===== src/rtl/pwm_phase_bank_pkg.sv =====
// Shared definitions for pwm_phase_bank: request encoding, default parameters and threshold sizing.
// The optional centre-aligned build (PWM_CENTER_ALIGNED_EN) relies on the same definitions.
package pwm_phase_bank_pkg;

  typedef enum logic [1:0] {
    REQ_OFF = 2'd0,
    REQ_HI  = 2'd1,
    REQ_LO  = 2'd2
  } req_t;

  localparam int DEF_NUM_PHASES    = 3;
  localparam int DEF_DUTY_WIDTH    = 9;
  localparam int DEF_COUNTER_WIDTH = 11;
  localparam int DEF_PERIOD        = 1024;
  localparam int DEF_DEAD_TIME     = 8;
  localparam int DEF_DUTY_STEP     = 2;

  // Width that holds both the largest raw duty*step product and PERIOD itself.
  function automatic int thr_width(int duty_width, int duty_step, int period);
    int max_prod;
    int max_val;
    max_prod = ((1 << duty_width) - 1) * duty_step;
    max_val  = (max_prod > period) ? max_prod : period;
    return $clog2(max_val + 1);
  endfunction

endpackage


===== src/rtl/pwm_phase_bank_if.sv =====
// Control/status bundle between the motor control loop and pwm_phase_bank.
// Same signal set whether or not PWM_CENTER_ALIGNED_EN is defined.
interface pwm_phase_bank_if
  import pwm_phase_bank_pkg::*;
#(
  parameter int NUM_PHASES = DEF_NUM_PHASES,
  parameter int DUTY_WIDTH = DEF_DUTY_WIDTH
);

  logic [NUM_PHASES*DUTY_WIDTH-1:0] duty_in;
  logic                             duty_load;
  logic [NUM_PHASES-1:0]            phase_en;
  logic                             brake;
  logic [NUM_PHASES-1:0]            pwm_hi;
  logic [NUM_PHASES-1:0]            pwm_lo;
  logic                             period_start;

  modport master (
    output duty_in, duty_load, phase_en, brake,
    input  pwm_hi, pwm_lo, period_start
  );

  modport slave (
    input  duty_in, duty_load, phase_en, brake,
    output pwm_hi, pwm_lo, period_start
  );

endinterface


===== src/rtl/pwm_dead_time.sv =====
// Single-phase dead-time inserter: any request change blanks both gates for DEAD_TIME cycles.
// Identical in edge-aligned and PWM_CENTER_ALIGNED_EN builds.
module pwm_dead_time
  import pwm_phase_bank_pkg::*;
#(
  parameter int DEAD_TIME = DEF_DEAD_TIME
) (
  input  logic clock,
  input  logic reset_n,
  input  req_t req,
  output logic hi,
  output logic lo
);

  // req_q   | meaning
  // REQ_OFF | coast, both gates off
  // REQ_HI  | high side drives once cnt has expired
  // REQ_LO  | low side drives once cnt has expired

  localparam int CW = (DEAD_TIME > 1) ? $clog2(DEAD_TIME) : 1;
  localparam logic [CW-1:0] CNT_INIT = CW'(DEAD_TIME - 1);

  req_t          req_q;
  logic [CW-1:0] cnt;

  always_ff @(posedge clock or negedge reset_n) begin
    if (!reset_n) begin
      req_q <= REQ_OFF;
      cnt   <= CNT_INIT;
      hi    <= 1'b0;
      lo    <= 1'b0;
    end else if (req != req_q) begin
      req_q <= req;
      cnt   <= CNT_INIT;
      hi    <= 1'b0;
      lo    <= 1'b0;
    end else if (cnt != '0) begin
      cnt <= cnt - 1'b1;
      hi  <= 1'b0;
      lo  <= 1'b0;
    end else begin
      hi <= (req_q == REQ_HI);
      lo <= (req_q == REQ_LO);
    end
  end

endmodule


===== src/rtl/pwm_phase_bank.sv =====
// Multi-phase complementary PWM with shared period counter, shadowed duty and dead time.
// Define PWM_CENTER_ALIGNED_EN for a triangle counter with peak-centred pulses.
module pwm_phase_bank
  import pwm_phase_bank_pkg::*;
#(
  parameter int NUM_PHASES    = DEF_NUM_PHASES,
  parameter int DUTY_WIDTH    = DEF_DUTY_WIDTH,
  parameter int COUNTER_WIDTH = DEF_COUNTER_WIDTH,
  parameter int PERIOD        = DEF_PERIOD,
  parameter int DEAD_TIME     = DEF_DEAD_TIME,
  parameter int DUTY_STEP     = DEF_DUTY_STEP
) (
  input logic            clock,
  input logic            reset_n,
  pwm_phase_bank_if.slave bus
);

  localparam int TW = thr_width(DUTY_WIDTH, DUTY_STEP, PERIOD);
  localparam logic [COUNTER_WIDTH-1:0] CNT_LAST = COUNTER_WIDTH'(PERIOD - 1);
  localparam logic [TW-1:0]            PERIOD_T = TW'(PERIOD);

  logic [COUNTER_WIDTH-1:0] counter;
  logic                     copy_now;
  logic                     period_start_q;
  logic [DUTY_WIDTH-1:0]    shadow [NUM_PHASES];
  logic [DUTY_WIDTH-1:0]    active [NUM_PHASES];
  logic [NUM_PHASES-1:0]    hi_v;
  logic [NUM_PHASES-1:0]    lo_v;

`ifdef PWM_CENTER_ALIGNED_EN
  logic count_up;

  // Triangle: the peak and the trough are each held for two cycles.
  always_ff @(posedge clock or negedge reset_n) begin
    if (!reset_n) begin
      counter        <= '0;
      count_up       <= 1'b1;
      period_start_q <= 1'b0;
    end else begin
      period_start_q <= !count_up && (counter == '0);
      if (count_up) begin
        if (counter == CNT_LAST) count_up <= 1'b0;
        else                     counter  <= counter + 1'b1;
      end else begin
        if (counter == '0) count_up <= 1'b1;
        else               counter  <= counter - 1'b1;
      end
    end
  end

  assign copy_now = !count_up && (counter == '0);
`else
  always_ff @(posedge clock or negedge reset_n) begin
    if (!reset_n) begin
      counter        <= '0;
      period_start_q <= 1'b0;
    end else begin
      counter        <= (counter == CNT_LAST) ? '0 : counter + 1'b1;
      period_start_q <= (counter == CNT_LAST);
    end
  end

  assign copy_now = (counter == CNT_LAST);
`endif

  // A load coinciding with the boundary copy bypasses the shadow.
  always_ff @(posedge clock or negedge reset_n) begin
    if (!reset_n) begin
      for (int i = 0; i < NUM_PHASES; i++) begin
        shadow[i] <= '0;
        active[i] <= '0;
      end
    end else begin
      for (int i = 0; i < NUM_PHASES; i++) begin
        if (bus.duty_load) shadow[i] <= bus.duty_in[i*DUTY_WIDTH +: DUTY_WIDTH];
        if (copy_now) begin
          active[i] <= bus.duty_load ? bus.duty_in[i*DUTY_WIDTH +: DUTY_WIDTH] : shadow[i];
        end
      end
    end
  end

  for (genvar g = 0; g < NUM_PHASES; g++) begin : g_phase
    logic [TW-1:0] prod;
    logic [TW-1:0] thr;
    logic          hi_win;
    req_t          req;

    always_comb begin
      prod = TW'(active[g]) * TW'(DUTY_STEP);
      thr  = (prod >= PERIOD_T) ? PERIOD_T : prod;
    end

`ifdef PWM_CENTER_ALIGNED_EN
    assign hi_win = TW'(counter) >= (PERIOD_T - thr);
`else
    assign hi_win = TW'(counter) < thr;
`endif

    // Zero duty holds the low side on so the bootstrap capacitor stays charged.
    always_comb begin
      if (!bus.phase_en[g])     req = REQ_OFF;
      else if (bus.brake)       req = REQ_LO;
      else if (active[g] == '0) req = REQ_LO;
      else if (hi_win)          req = REQ_HI;
      else                      req = REQ_LO;
    end

    pwm_dead_time #(
      .DEAD_TIME (DEAD_TIME)
    ) u_dead_time (
      .clock   (clock),
      .reset_n (reset_n),
      .req     (req),
      .hi      (hi_v[g]),
      .lo      (lo_v[g])
    );
  end

  assign bus.pwm_hi       = hi_v;
  assign bus.pwm_lo       = lo_v;
  assign bus.period_start = period_start_q;

endmodule


===== src/flat_wrapper.sv =====
// flat-port wrapper written by rule: the top's interface ports become plain ports
module pwm_phase_bank_flat import pwm_phase_bank_pkg::*;
#(
  parameter int NUM_PHASES    = DEF_NUM_PHASES,
  parameter int DUTY_WIDTH    = DEF_DUTY_WIDTH,
  parameter int COUNTER_WIDTH = DEF_COUNTER_WIDTH,
  parameter int PERIOD        = DEF_PERIOD,
  parameter int DEAD_TIME     = DEF_DEAD_TIME,
  parameter int DUTY_STEP     = DEF_DUTY_STEP
)
  (clock, reset_n, bus_duty_in, bus_duty_load, bus_phase_en, bus_brake, bus_pwm_hi, bus_pwm_lo, bus_period_start);
  pwm_phase_bank_if #(.NUM_PHASES(NUM_PHASES), .DUTY_WIDTH(DUTY_WIDTH)) bus_i ();
  input logic clock;
  input logic reset_n;
  input wire logic [$bits(bus_i.duty_in)-1:0] bus_duty_in;
  input wire logic [$bits(bus_i.duty_load)-1:0] bus_duty_load;
  input wire logic [$bits(bus_i.phase_en)-1:0] bus_phase_en;
  input wire logic [$bits(bus_i.brake)-1:0] bus_brake;
  output wire logic [$bits(bus_i.pwm_hi)-1:0] bus_pwm_hi;
  output wire logic [$bits(bus_i.pwm_lo)-1:0] bus_pwm_lo;
  output wire logic [$bits(bus_i.period_start)-1:0] bus_period_start;
  assign bus_i.duty_in = bus_duty_in;
  assign bus_i.duty_load = bus_duty_load;
  assign bus_i.phase_en = bus_phase_en;
  assign bus_i.brake = bus_brake;
  assign bus_pwm_hi = bus_i.pwm_hi;
  assign bus_pwm_lo = bus_i.pwm_lo;
  assign bus_period_start = bus_i.period_start;
  pwm_phase_bank #(.NUM_PHASES(NUM_PHASES), .DUTY_WIDTH(DUTY_WIDTH), .COUNTER_WIDTH(COUNTER_WIDTH), .PERIOD(PERIOD), .DEAD_TIME(DEAD_TIME), .DUTY_STEP(DUTY_STEP)) u_core (.clock(clock), .reset_n(reset_n), .bus(bus_i));
endmodule

===== config.mk =====
export PLATFORM = sky130hd
export DESIGN_NAME = pwm_phase_bank_flat
export DESIGN_NICKNAME = d
export VERILOG_FILES = /design/src/rtl/pwm_phase_bank_pkg.sv /design/src/rtl/pwm_phase_bank_if.sv /design/src/rtl/pwm_dead_time.sv /design/src/rtl/pwm_phase_bank.sv /design/src/flat_wrapper.sv
export SDC_FILE = /design/constraint.sdc
export NUM_CORES = 1
export LEC_CHECK = 0
export CELL_PAD_IN_SITES_DETAIL_PLACEMENT = 0
export CELL_PAD_IN_SITES_GLOBAL_PLACEMENT = 1
export CORE_MARGIN = 1
export CORE_UTILIZATION = 30
export DETAILED_ROUTE_END_ITERATION = 10
export DONT_BUFFER_PORTS = 1
export PLACE_DENSITY = 0.59
export SETUP_SLACK_MARGIN = 0.2
export SYNTH_ARGS = -nofsm -noshare
export SYNTH_HDL_FRONTEND = slang
export SYNTH_HIERARCHICAL = 1
export SYNTH_SLANG_ARGS = --single-unit

===== constraint.sdc =====
create_clock -name clock -period 3 [get_ports clock]
set_input_delay 0.3 -clock clock [delete_from_list [all_inputs] [get_ports clock]]
set_output_delay 0.3 -clock clock [all_outputs]
set_load 0.01 [all_outputs]

## Word-level counts from Yosys, hierarchy flattened

Cells that the tools add are included.

| storage, ports and cells | value |
|---|---|
| register bits after elaboration | 87 |
| input port bits | 34 |
| output and inout port bits | 7 |
| logic and storage cells | 86 |

| cells by class | value |
|---|---|
| add/subtract/negate cells | 4 |
| $lt $le $gt $ge | 6 |
| equality and inequality tests | 10 |
| muxes and demuxes | 37 |
| reduce and logical (&&, ||, !) cells | 9 |

Operator list:

| cell | number |
|---|---|
| $mux W11 | 4 |
| $ge A10 B11 Y1 const B | 3 |
| $lt A11 B11 Y1 | 3 |
| $logic_not A9 Y1 | 3 |
| $mux W9 | 3 |
| $mux W2 | 12 |
| $mux W3 | 6 |
| $mux W1 | 12 |
| $add A11 B1 Y11 const B | 1 |
| $eq A11 B10 Y1 const B | 1 |
| $reduce_bool A3 Y1 | 3 |
| $sub A3 B1 Y3 const B | 3 |
| $eq A2 B1 Y1 const B | 3 |
| $eq A2 B2 Y1 const B | 3 |
| $ne A2 B2 Y1 | 3 |
| $reduce_bool A2 Y1 | 3 |

## Depth between registers and ports, before layout

| depth | value |
|---|---|
| word-level depth | 9 |
| gate-level depth with buffers | 9 |
| mapped depth without buffers | 9 |

## Modules after synthesis

Netlist, hierarchy kept.

By module, submodules not included:

| module | instances | cells each | area each (um2) | sequential area each (um2) |
|---|---|---|---|---|
| pwm_phase_bank | 1 | 259 | 3,254.4 | 1,651.6 |
| pwm_dead_time | 3 | 29 | 324.1 | 178.9 |

## Worst setup path after synthesis

Ideal clock, no wire load.

| path | value |
|---|---|
| kind | flip-flop to flip-flop |
| from | register u_core.counter[9] |
| to | register u_core.g_phase[0].u_dead_time.hi |
| library setup time | 0.095 ns |
| arrival time | 2.086 ns |
| data required time | 2.905 ns |
| slack | 0.819 ns |
| cell stages (with the launch flop) | 9 |
| path buffers | 0 |
| clock period less this slack | 2.181 ns |
| path through | dfrtp_1 > ha_1 > and3b_1 > a2111oi_2 > a21boi_1 > a41o_1 > xnor2_1 > nand2_1 > nor4b_2 |

| between the ends | value |
|---|---|
| word-level cells in the longest chain between the ends | 7 |

Ends and longest elaborated chain:

| item | RTL line | text |
|---|---|---|
| start: declaration | pwm_phase_bank.sv:22 | `logic [COUNTER_WIDTH-1:0] counter;` |
| start signal: assignment | pwm_phase_bank.sv:58 | `counter <= (counter == CNT_LAST) ? '0 : counter + 1'b1;` |
| $lt A11 B11 Y1 | pwm_phase_bank.sv:97 | `assign hi_win = TW'(counter) < thr;` |
| $mux W2 | pwm_phase_bank.sv:105 | `else if (hi_win) req = REQ_HI;` |
| $mux W2 | pwm_phase_bank.sv:104 | `else if (active[g] == '0) req = REQ_LO;` |
| $mux W2 | pwm_phase_bank.sv:103 | `else if (bus.brake) req = REQ_LO;` |
| $mux W2 | pwm_phase_bank.sv:102 | `if (!bus.phase_en[g]) req = REQ_OFF;` |
| named net u_core.g_phase[0].req[1] | pwm_phase_bank.sv:87 | `req_t req;` |
| $ne A2 B2 Y1 | pwm_dead_time.sv:32 | `end else if (req != req_q) begin` |
| $mux W1 | pwm_dead_time.sv:32 |  |
| end signal: assignment | pwm_dead_time.sv:42 | `hi <= (req_q == REQ_HI);` |
| end: declaration | pwm_dead_time.sv:11 | `output logic hi,` |

The timed path passes the listed nets, and every way through them passes these cells.
A chain may end at the register's enable or synchronous reset.

## Final worst setup path

| path | value |
|---|---|
| from | register u_core.counter[9] |
| to | register u_core.g_phase[1].u_dead_time.lo |

| between the ends | value |
|---|---|
| word-level cells in the longest chain between the ends | 7 |

Ends and longest elaborated chain:

| item | RTL line | text |
|---|---|---|
| $lt A11 B11 Y1 | pwm_phase_bank.sv:97 |  |
| $mux W2 | pwm_phase_bank.sv:105 |  |
| $mux W2 | pwm_phase_bank.sv:104 |  |
| $mux W2 | pwm_phase_bank.sv:103 |  |
| $mux W2 | pwm_phase_bank.sv:102 |  |
| named net u_core.g_phase[1].req[0] | pwm_phase_bank.sv:87 |  |
| $ne A2 B2 Y1 | pwm_dead_time.sv:32 |  |
| $mux W1 | pwm_dead_time.sv:32 |  |
| end signal: assignment | pwm_dead_time.sv:43 | `lo <= (req_q == REQ_LO);` |
| end: declaration | pwm_dead_time.sv:12 | `output logic lo` |

The timed path passes the listed nets, and every way through them passes these cells.

==> run metrics <==
final count of hold timing violations=0; core footprint=13,800 um^2; min Tclk post-route=2.47 ns; Via density=4.59; Mean Syn Cell Area=12.2 um^2; GR Util All Layers=0.121; Diodes inserted=0; clk sinks=87; top cells by area, synth=dfrtp_1 (46%), mux2_2 (14%), ha_1 (9.2%); Hold Path Stages=2; Inst Count DP=516; pwr/cell area=574 nW/um^2; initial cell density of the core=0.306; initial antenna violation count=0; CP peak stage delay=0.46 ns; R2R depth=8; setup slack, reg-to-reg=0.53 ns; RSZ-0062 raised after global routing=false; total gr overflow=0; Register Area=2190 um^2; Core Util, Final=0.344; GPL Wtd Cong=0.733; IO Port Bufs=0; fin area=4760 um^2; Area Growth Syn to Fin=12.6%; critical path class=register to register; Worst Path Required=3.21 ns; Pleak=2.12 nW; crit path max fanout=5; largest net degree at the start of global routing=88; #FFs+latches synth=87; status=finished clean; number of fill cells=1,351; initial DRC count=123; slowest CP cell=dfrtp_1; routed vias=2,451; syn_nets=411; final clock skew=0.00344 ns; share of cells above drive strength 1=0.257; post-route insts no fill=534; # rows=43; Post-layout nets=414; reg2reg start=u_core/counter[9]; measured slew at the worst slew-check pin=0.420 ns; clk slew on worst S/H paths=0.06 ns; Slew Limit Fails=0; DIE AREA=14,600 um^2; CP Launch Type=register; post-layout power=2.73 mW; Final HPWL DP=5490 um; maximum root-to-sink buffer count=2; max-cap violation count=0; CTS Buf Count=9; CTS Root Buffer Type=clkbuf_16; fmax=404 MHz; Min Hold Slack=0.0998 ns; post-CTS setup buffers=0; post-layout worst setup margin=0.525 ns; VDD IR max=0.000260 V; final wirelength=7850 um; Setup TNS=0 ns; post-synthesis sequential area ratio=0.518; Tcrit/Tclk final=0.825; normalized max-slew margin=0.720; dpl cell area=4420 um^2; H-tree Lvls=3; number of I/O pins=41; FF-to-FF End=u_core/g_phase[1].u_dead_time/lo; first-pass GRT wire length=13,300 um; CP arrival=2.69 ns; die width=121 um; synthesized cell area=4230 um^2; yosys warns=6; Die Y-Extent=121 um; hold path endpoint=u_core/g_phase[0].u_dead_time/req_q[0]; Yosys top cell area share=0.462; CTS tree=yes; 1st-pass router iterations=4; multi-input logic area=1850 um^2; hold_sp=bus_phase_en[0]; vias in the first global route=2,477; Setup Viol. Count Final=0; HP Class=input port to register; post-route ant nets=0; drt drc=0; Placement Setup Slack=0.449 ns; post-synth cell types=36; Synth area leader=dfrtp_1; crit path cell chain=ha_1 > and3b_1 > a2111oi_2 > nand3_1 > a31oi_1 > xnor2_1 > nand2_1 > nor4_1; Post-Synthesis Cells=346; DR WL/cell=14.7 um; clock insertion delay at the later pin of the skew report=0.34 ns; crit end category=register
-- cells in the final DEF (no fill, tap or decap), types with 5 or more instances in the layout --
| cell | synthesis | final |
|---|---|---|
| nand2_1 | 13 | 13 |
| inv_1 | 36 | 36 |
| nand4_1 | 9 | 9 |
| mux2_2 | 52 | 52 |
| and2_1 | 7 | 7 |
| nand3_1 | 6 | 6 |
| nand2b_1 | 6 | 6 |
| clkbuf_16 | 0 | 9 |
| nor4_1 | 6 | 6 |
| a21oi_1 | 9 | 9 |
| dfrtp_1 | 78 | 78 |
| dfstp_2 | 9 | 9 |
| xor2_1 | 5 | 5 |
| ha_1 | 31 | 31 |
| nor2_1 | 13 | 13 |
| xnor2_1 | 12 | 12 |
-- critical path, delay by kind of cell, from the launching register on --
kind / cells / cell delay [ns]
adder cells (fa/ha/maj): 1 / 0.33
flip-flops: 1 / 0.46
XOR/XNOR: 1 / 0.16
AND/OR/NAND/NOR: 4 / 0.77
AO/OA/AOI/OAI: 2 / 0.64
-- flip-flops by register name (all words and copies together) (netlist names) --
name and cells:
u_core/g_phase.u_dead_time/cnt 9, u_core/bus.period_start 1, u_core/active 27, u_core/shadow 27, u_core/counter 11, u_core/g_phase.u_dead_time/hi 3, u_core/g_phase.u_dead_time/lo 3, u_core/g_phase.u_dead_time/req_q 6
-- logic make-up after synthesis --
family,Yosys count,synth area share
adder cells (fa/ha/maj),31,0.0918
AND/OR/NAND/NOR,79,0.110
XOR/XNOR,17,0.0352
multiplexers,57,0.151
AO/OA/AOI/OAI,27,0.0480
buffers and inverters,48,0.0462
flip-flops,87,0.518
-- timing repair --
action / in CTS / in global routing
setup endpoints to repair: 0 / 0
gates resized for setup: 0 / 0
hold buffers: 2 / 0
hold endpoints to repair: 87 / 0
-- worst max-delay path by stage --
stage | start | end
detailed placement | u_core/counter[9] | u_core/g_phase[1].u_dead_time/lo
floorplan | u_core/counter[9] | u_core/g_phase[0].u_dead_time/hi
finish | u_core/counter[9] | u_core/g_phase[1].u_dead_time/lo
CTS | u_core/counter[9] | u_core/g_phase[1].u_dead_time/lo
global placement | u_core/counter[9] | u_core/g_phase[1].u_dead_time/lo
global route | u_core/counter[8] | u_core/g_phase[1].u_dead_time/lo
-- cells in the mapped netlist --
master	n
xor2_1	5
buf_2	3
nor3b_1	1
or3_1	1
mux2_1	2
inv_1	36
nor4_1	6
nor2_1	13
nand2_1	13
and2_2	3
nand4_1	9
dfstp_2	9
clkbuf_1	6
nor4_2	1
a2111oi_2	3
a31oi_1	3
a21oi_1	9
nor3_1	3
nor2b_1	2
or2_2	1
nand2b_1	6
mux2_2	52
dfrtp_1	78
buf_4	3
a21boi_1	3
nand3_1	6
o221ai_1	3
xnor2_1	12
ha_1	31
and4_1	1
and2_1	7
a41o_1	3
nor4b_2	3
mux2i_1	3
and3b_1	3
o21ai_1	3
-- metal layers --
metal  track usage  routed length (um)  vias to the layer above  part of all wire
met1         0.168                3940                     1200              0.50
met5             0                   0                        -                 0
met2         0.175                3490                       34              0.44
met4        0.0440                  99                        0             0.013
met3        0.0368                 320                        9             0.041
li1              -                   -                     1208                 -
-- final cells by class --
class                   instances  area share
repair buffers                  4      0.0110
flip-flops and latches         87       0.460
well taps                     180      0.0473
clock buffers                  10      0.0502
clock inverters                 6      0.0145
inverters                      36      0.0284
multi-input cells             211       0.389
-- report_power, final --
part | total, mW | switching [mW] | leakage, nW | internal [mW]
sequential | 1.33 | 0.0394 | 1.10 | 1.29
combinational | 0.257 | 0.131 | 0.874 | 0.126
clock | 1.14 | 0.471 | 0.149 | 0.672
total | 2.73 | 0.641 | 2.12 | 2.09
(Power assumes the default switching activity.)
